## config.mk

```make
export PLATFORM = sky130hd
export DESIGN_NAME = sram_arbiter
export DESIGN_NICKNAME = d
export VERILOG_FILES = /design/src/rtl/sram_arbiter.sv
export SDC_FILE = /design/constraint.sdc
export NUM_CORES = 1
export LEC_CHECK = 0
export ABC_AREA = 1
export ABC_CLOCK_PERIOD_IN_PS = 4360
export CAP_MARGIN = 20
export CORE_MARGIN = 1
export CORE_UTILIZATION = 45
export CTS_BUF_LIST = sky130_fd_sc_hd__clkbuf_8
export DETAILED_ROUTE_END_ITERATION = 16
export GPL_ROUTABILITY_DRIVEN = 0
export PLACE_DENSITY = 0.91
export SLEW_MARGIN = 20
export SYNTH_ARGS = -nofsm -noshare
export SYNTH_HDL_FRONTEND = slang
export SYNTH_SLANG_ARGS = --single-unit
export TNS_END_PERCENT = 100
```

## constraint.sdc

```tcl
create_clock -name clk -period 4.36 [get_ports clk]
set_clock_uncertainty 0.05 [all_clocks]
set_input_delay 0.654 -clock clk [delete_from_list [all_inputs] [get_ports clk]]
set_output_delay 0.654 -clock clk [all_outputs]
set_load 0.05 [all_outputs]
```

## src/rtl/sram_arbiter.sv

```systemverilog
// Three-port arbiter for the shared asynchronous 8-bit SRAM: fixed priority 0 > 1 > 2
// with a starvation guard for the CPU, and CE/OE/WE strobe sequencing per access.
module sram_arbiter #(
   parameter int AW      = 19,
   parameter int DW      = 8,
   parameter int ACC_CYC = 2,
   parameter int MAXWAIT = 4
) (
   input  logic          clk,
   input  logic          rst,
   input  logic [2:0]    req,
   input  logic [2:0]    we,
   input  logic [AW-1:0] addr0,
   input  logic [AW-1:0] addr1,
   input  logic [AW-1:0] addr2,
   input  logic [DW-1:0] wdat0,
   input  logic [DW-1:0] wdat1,
   input  logic [DW-1:0] wdat2,
   output logic [2:0]    ack,
   output logic [DW-1:0] rdat,
   output logic [2:0]    gnt,
   output logic [AW-1:0] SRAM_A,
   output logic [DW-1:0] SRAM_DO,
   output logic          SRAM_DOE,
   input  logic [DW-1:0] SRAM_DI,
   output logic          SRAM_CE_N,
   output logic          SRAM_OE_N,
   output logic          SRAM_WE_N
);

   typedef enum logic [1:0] {
      IDLE   = 2'd0,
      SETUP  = 2'd1,
      ACCESS = 2'd2,
      HOLD   = 2'd3
   } state_t;

   state_t        state_r, state_s;
   logic [2:0]    win_s;
   logic [AW-1:0] addr_s;
   logic [DW-1:0] wdat_s;
   logic          we_s, op_s, start_s, done_s;
   logic          op_we_r;
   logic [3:0]    wait_r, starve_r;
   logic [2:0]    ack_r, gnt_r;
   logic [DW-1:0] rdat_r, do_r;
   logic [AW-1:0] a_r;
   logic          doe_r, ce_n_r, oe_n_r, we_n_r;

   // Winner selection; the starvation guard only matters when video and CPU both ask
   always_comb begin
      win_s = 3'b000;
      if (req[0]) begin
         win_s = 3'b001;
      end else if (req[1] && req[2] && (starve_r == 4'(MAXWAIT))) begin
         win_s = 3'b100;
      end else if (req[1]) begin
         win_s = 3'b010;
      end else if (req[2]) begin
         win_s = 3'b100;
      end else begin
         win_s = 3'b000;
      end
   end

   // Request fields of the winning port
   always_comb begin
      addr_s = addr0;
      wdat_s = wdat0;
      case (win_s)
         3'b010: begin
            addr_s = addr1;
            wdat_s = wdat1;
         end
         3'b100: begin
            addr_s = addr2;
            wdat_s = wdat2;
         end
         default: begin
            addr_s = addr0;
            wdat_s = wdat0;
         end
      endcase
   end

   assign we_s    = |(we & win_s);
   assign start_s = (state_r == IDLE) && (req != 3'b000);
   assign done_s  = (state_r == ACCESS) && (wait_r == 4'd0);
   assign op_s    = start_s ? we_s : op_we_r;

   // Access sequencer next state
   always_comb begin
      state_s = state_r;
      case (state_r)
         IDLE: begin
            if (start_s) begin
               state_s = SETUP;
            end else begin
               state_s = IDLE;
            end
         end
         SETUP:  state_s = ACCESS;
         ACCESS: begin
            if (done_s) begin
               state_s = HOLD;
            end else begin
               state_s = ACCESS;
            end
         end
         HOLD:    state_s = IDLE;
         default: state_s = IDLE;
      endcase
   end

   // Sequencer state, latched request and starvation bookkeeping
   always_ff @(posedge clk or negedge rst) begin
      if (!rst) begin
         state_r  <= IDLE;
         op_we_r  <= 1'b0;
         wait_r   <= 4'd0;
         starve_r <= 4'd0;
         a_r      <= '0;
         do_r     <= '0;
      end else begin
         state_r <= state_s;
         op_we_r <= op_s;
         if (state_r == SETUP) begin
            wait_r <= 4'(ACC_CYC - 1);
         end else if ((state_r == ACCESS) && (wait_r != 4'd0)) begin
            wait_r <= wait_r - 4'd1;
         end else begin
            wait_r <= wait_r;
         end
         if (start_s) begin
            a_r  <= addr_s;
            do_r <= wdat_s;
            if (win_s[2]) begin
               starve_r <= 4'd0;
            end else if (win_s[1] && req[2] && (starve_r < 4'(MAXWAIT))) begin
               starve_r <= starve_r + 4'd1;
            end else begin
               starve_r <= starve_r;
            end
         end
      end
   end

   // Strobes are computed from the next state so each pin reflects the state it belongs to
   always_ff @(posedge clk or negedge rst) begin
      if (!rst) begin
         ce_n_r <= 1'b1;
         oe_n_r <= 1'b1;
         we_n_r <= 1'b1;
         doe_r  <= 1'b0;
         gnt_r  <= 3'b000;
         ack_r  <= 3'b000;
         rdat_r <= '0;
      end else begin
         ce_n_r <= (state_s == IDLE);
         oe_n_r <= (state_s == IDLE) || op_s;
         we_n_r <= !((state_s == ACCESS) && op_s);
         doe_r  <= (state_s != IDLE) && op_s;
         if (state_s == IDLE) begin
            gnt_r <= 3'b000;
         end else if (start_s) begin
            gnt_r <= win_s;
         end else begin
            gnt_r <= gnt_r;
         end
         ack_r <= done_s ? gnt_r : 3'b000;
         // Data is stable under OE by the last ACCESS cycle, so rdat is valid alongside ack
         if (done_s && !op_we_r) begin
            rdat_r <= SRAM_DI;
         end
      end
   end

   assign ack       = ack_r;
   assign gnt       = gnt_r;
   assign rdat      = rdat_r;
   assign SRAM_A    = a_r;
   assign SRAM_DO   = do_r;
   assign SRAM_DOE  = doe_r;
   assign SRAM_CE_N = ce_n_r;
   assign SRAM_OE_N = oe_n_r;
   assign SRAM_WE_N = we_n_r;

endmodule

```

Yosys cells after proc, flatten, opt, wreduce, memory -nomap -nowiden
Index checks and enable logic that the tools add are counted.
{"block": "totals", "regBits": 56, "in_bits": 97, "wordCells": 65}
{"block": "classes", "addsub": 2, "magnitude_cmp": 1, "n_eq_ne": 7, "n_mux": 17, "bitwise": 1, "n_reduce_logical": 24}
{"cell": "one-hot mux 19 bit (2 select lines)", "n": 1}
{"cell": "two-way mux 3 bit", "n": 7}
{"cell": "two-way mux 4 bit", "n": 4}
{"cell": "one-hot mux 8 bit (2 select lines)", "n": 1}
{"cell": "logical AND 1 bit", "n": 10}
{"cell": "one-hot mux 2 bit (4 select lines)", "n": 1}
{"cell": "nonzero test 2 bit", "n": 4}
{"cell": "equality test 2 bit, second input constant", "n": 3}
{"cell": "adder 4 x 1 -> 4 bit, second input constant", "n": 1}
{"cell": "equality test 4 x 3 -> 1 bit, second input constant", "n": 1}
{"cell": "zero test 2 bit", "n": 2}
{"cell": "zero test 4 bit", "n": 1}
{"cell": "< comparator 4 x 3 -> 1 bit, second input constant", "n": 1}
{"cell": "nonzero test 4 bit", "n": 1}
{"cell": "subtractor 4 x 1 -> 4 bit, second input constant", "n": 1}
{"cell": "AND 3 bit", "n": 1}
{"cell": "equality test 3 x 2 -> 1 bit, second input constant", "n": 1}
{"cell": "equality test 3 bit, second input constant", "n": 1}
{"cell": "two-way mux 1 bit", "n": 3}
{"cell": "nonzero test 3 bit", "n": 1}
{"cell": "OR reduction 3 bit", "n": 1}
{"cell": "equality test 2 x 1 -> 1 bit, second input constant", "n": 1}
{"cell": "zero test 1 bit", "n": 2}
{"cell": "AND reduction 2 bit", "n": 1}
{"cell": "logical OR 1 bit", "n": 1}

Depth between registers and ports, before layout
{"block": "depth", "depth_word": 9, "ltp_mapped": 10}

Worst setup path after synthesis
OpenSTA, ideal clock, no wires.
{"block": "synth_timing", "path_kind": "input to register", "from": "in req[0]", "to": "reg a_r[15], in the netlist SRAM_A[15]", "arrival_time_ps": 1473, "t_required_ps": 4244, "slack_ps": 2771, "stages": 7, "cell_sequence": "inv_1 -> clkbuf_1 -> buf_2 -> nand3_1 -> nand3_1 -> nand2_1 -> nand2_1"}
{"block": "synth_via", "elab_chain_len": 3}
{"element": "start, declared", "line_no": "11", "source": "input logic [2:0] req,"}
{"element": "two-way mux 3 bit", "line_no": "53", "source": "if (req[0]) begin"}
{"element": "equality test 3 bit / equality test 3 x 2 -> 1 bit (equally long branches)", "line_no": "70", "source": "case (win_s)"}
{"element": "one-hot mux 19 bit (2 select lines)", "line_no": "70"}
{"element": "end signal, assigned", "line_no": "135", "source": "a_r <= addr_s;"}
{"element": "end, declared", "line_no": "47", "source": "logic [AW-1:0] a_r;"}
Several ways; a longest one is shown, not always the timed one.
A chain may end at the register's enable or synchronous reset.

Final worst setup path
{"block": "layout_timing", "from": "in req[0]", "to": "reg doe_r, in the netlist SRAM_DOE"}
{"block": "layout_via", "elab_chain_len": 6}
{"element": "nonzero test 3 bit", "line_no": "87", "source": "assign start_s = (state_r == IDLE) && (req != 3'b000);"}
{"element": "logical AND 1 bit", "line_no": "87"}
{"element": "two-way mux 1 bit", "line_no": "96", "source": "if (start_s) begin"}
{"element": "one-hot mux 2 bit (4 select lines)", "line_no": "94", "source": "case (state_r)"}
{"element": "nonzero test 2 bit", "line_no": "162", "source": "doe_r <= (state_s != IDLE) && op_s;"}
{"element": "logical AND 1 bit (*)", "line_no": "162"}
{"element": "end signal, assigned", "line_no": "162"}
{"element": "end, declared", "line_no": "48", "source": "logic doe_r, ce_n_r, oe_n_r, we_n_r;"}
Mark *: on every way between the ends. The rest lies on a longest branch, timed or not.

==> impl_metrics.tcl <==
set metrics [dict create \
    ys_top_cells_by_area "dfrtp_1 (46%), nand2_1 (23%), nand3_1 (11%), o21ai_0 (3.2%), dfstp_2 (2.8%)" \
    yosys_warnings 0 \
    holdBufCountCts 0 \
    cpPeakStageDelay_ns 0.62 \
    grtUsageTotal_pct 24.9 \
    postLayoutCellArea_um2 4390 \
    pwr_density_cell_nw_per_um2 665 \
    totalWireLength_um 7940 \
    clkPwrFrac_pct 9.6 \
    n_antenna_cell 0 \
    synth_area_leader_cell "dfrtp_1" \
    syn_area_per_cell_um2 7.50 \
    cp-end-kind "flop" \
    p_seq_share_pct 30.7 \
    mostFrequentLayoutCell "nand2_1" \
    synthCells 381 \
    critPathSlowestCell "nor2_2" \
    dpl_cell_area_um2 4300 \
    grt_max_degree 57 \
    drv_cap 0 \
    power_frac_comb_pct 59.7 \
    drtIter0Drc 247 \
    cts_buffers 5 \
    cp_cell_sequence "clkdlybuf4s50_1, inv_1, buf_4, nand2_1, nor2_2, buf_4, nand3_1, nand2_1, nor2_1, nor2_1" \
    grt_setup_unrepaired "no" \
    p_int_mw 1.45 \
    irDropWorstVdd_uv 548 \
    clock_path_buffers 2 \
    die_area_um2 6680 \
    critPathRequiredTime_ns 4.56 \
    initial_utilization_pct 47.4 \
    worst-endpoint-arrival_ns 2.90 \
    min_period_ns 2.70 \
    cts_root_buf "clkbuf_8" \
    cellLeakagePower_nw 2.08 \
    clk_latency_ns 0.31 \
    final.period_utilization_pct 61.9 \
    grt_pass1_vias 2877 \
    worst-path-buf-inv 4 \
    synthDistinctLibCells 22 \
    seqCellArea_um2 1410 \
    grtUsageMet2_pct 45.6 \
    rows 28 \
    yosysSeqAreaShare_pct 49.1 \
    crit_fanout 30 \
    max-slew-margin-rel_pct 49.5 \
    viasPerCell 5.07 \
    ys_seq_elements 56 \
    io_pins 142 \
    drc 0 \
    fin_tns_setup_ns 0 \
    max_freq_mhz 371 \
    use_met3_pct 4.11 \
    clk_pin_slew_worst_paths_ns 0.10 \
    finalMaxSlewViolations 0 \
    switching_share_pct 50.5 \
    core_area_um2 6030 \
    cts_tree "yes" \
    status "completed" \
    portBuffers 141 \
    cts_resized 0 \
    h-tree-depth 2 \
    rrSetupSlack_ns 2.19 \
    fin_nets 619 \
    final_cell_mix "nand2_1 (172), clkdlybuf4s50_1 (140), nand3_1 (62), dfrtp_1 (53), inv_1 (22)" \
    synth_area_um2 2860 \
    multiInputGateArea_um2 1280 \
    fin_util_pct 72.9 \
    cts_sinks 56 \
    die_w_um 81.7 \
    finalHoldViolCount 0 \
    grt_pass1_wl_um 12700 \
    ant_nets 0 \
    fill_cells 477 \
    synth_nets 484 \
    gr-max-usage-layer "met2" \
    first_pass_iters 4 \
    vias 3000 \
    antenna_found_initial 0 \
    dpl.hpwl_um 5930 \
    hold_path_class "in -> async" \
    worstMarginPinSlew_ns 0.757 \
    wl_per_cell_um 13.4 \
    start_kind "input pin" \
    criticalPathCategory "in -> reg" \
    synth_top_area_share_pct 46.4 \
    power.switching_mw 1.47 \
    drive_gt1_share_pct 4.26 \
    use_met1_pct 28.9 \
    cts_setup_buffers 0 \
    setup_viol 0 \
    die_h_um 81.7 \
    overflow 0 \
    total_power_mw 2.92 \
    path_delay_family "buffers and inverters" \
    area_growth_pct 53.7 \
]
metrics by stage:
step	cells	setup WS, ns	hold WS (ns)
after CTS	592	1.67	0.438
after detailed placement	584	1.35	0.414
after floorplan	381	2.77	0.308
final	592	1.66	0.418
after global routing	592	1.50	0.450
after global placement	584	1.41	0.412
power groups by stage:
stage | combinational [mW] | sequential [mW] | clock, mW
after global placement | 1.70 | 0.893 | 0
after global routing | 1.88 | 0.926 | 0.302
final | 1.74 | 0.898 | 0.279
after floorplan | 0.511 | 1.52 | 0
after detailed placement | 1.75 | 0.902 | 0
after CTS | 1.75 | 0.897 | 0.282
path summary, 6_finish.rpt:
kind,from,to,depth (start not counted)
hold / removal,rst,rdat[2],2
hold reg to reg,SRAM_A[6],SRAM_A[6],2
setup / recovery,req[0],SRAM_DOE,10
setup reg to reg,starve_r[0],SRAM_DOE,10
max in group asynchronous,rst,starve_r[3],2
min in group clk,SRAM_A[6],SRAM_A[6],2
final cells by class:
| type | count | share of cell area (%) |
|---|---|---|
| timing repair buffer | 146 | 32.9 |
| clock inverter | 3 | 0.456 |
| clock buffer | 5 | 1.57 |
| multi-input combinational | 286 | 29.2 |
| sequential | 56 | 32.0 |
| inverter | 21 | 1.79 |
| tap | 75 | 2.14 |
state kept, by name, indices dropped and copies added, names as in the netlist:
register,count
gnt,3
SRAM_DOE,1
wait_r,4
SRAM_A,19
starve_r,4
SRAM_WE_N,1
SRAM_CE_N,1
rdat,8
state_r,2
ack,3
SRAM_OE_N,1
SRAM_DO,8
op_we_r,1
layer usage:
metal	wire length [µm]	vias up	share of wire, %
met1	3220	1405	41
met3	433	14	5.5
met2	4170	106	52
met4	117	0	1.5
met5	0	-	0
li1	-	1475	-
cell families (layout without fill, tap and decap cells):
family	after synthesis	after routing	share of synthesized area [%]
compound gates	24	24	4.95
xor+xnor	1	1	0.306
fa+ha+maj	6	6	2.63
buf+inv	39	175	6.26
flops	56	56	49.1
simple gates	255	255	36.7
synthesized netlist by cell type (all sizes together):
| cell | number |
|---|---|
| nand3 | 63 |
| o21ai | 20 |
| dfstp | 3 |
| a211oi | 1 |
| nand4 | 1 |
| nor2 | 18 |
| buf | 12 |
| a21oi | 3 |
| clkbuf | 6 |
| nor3 | 1 |
| inv | 21 |
| nand2 | 172 |
| xnor2 | 1 |
| ha | 6 |
| dfrtp | 53 |
No activity file was read; power rests on OpenSTA's default activity.
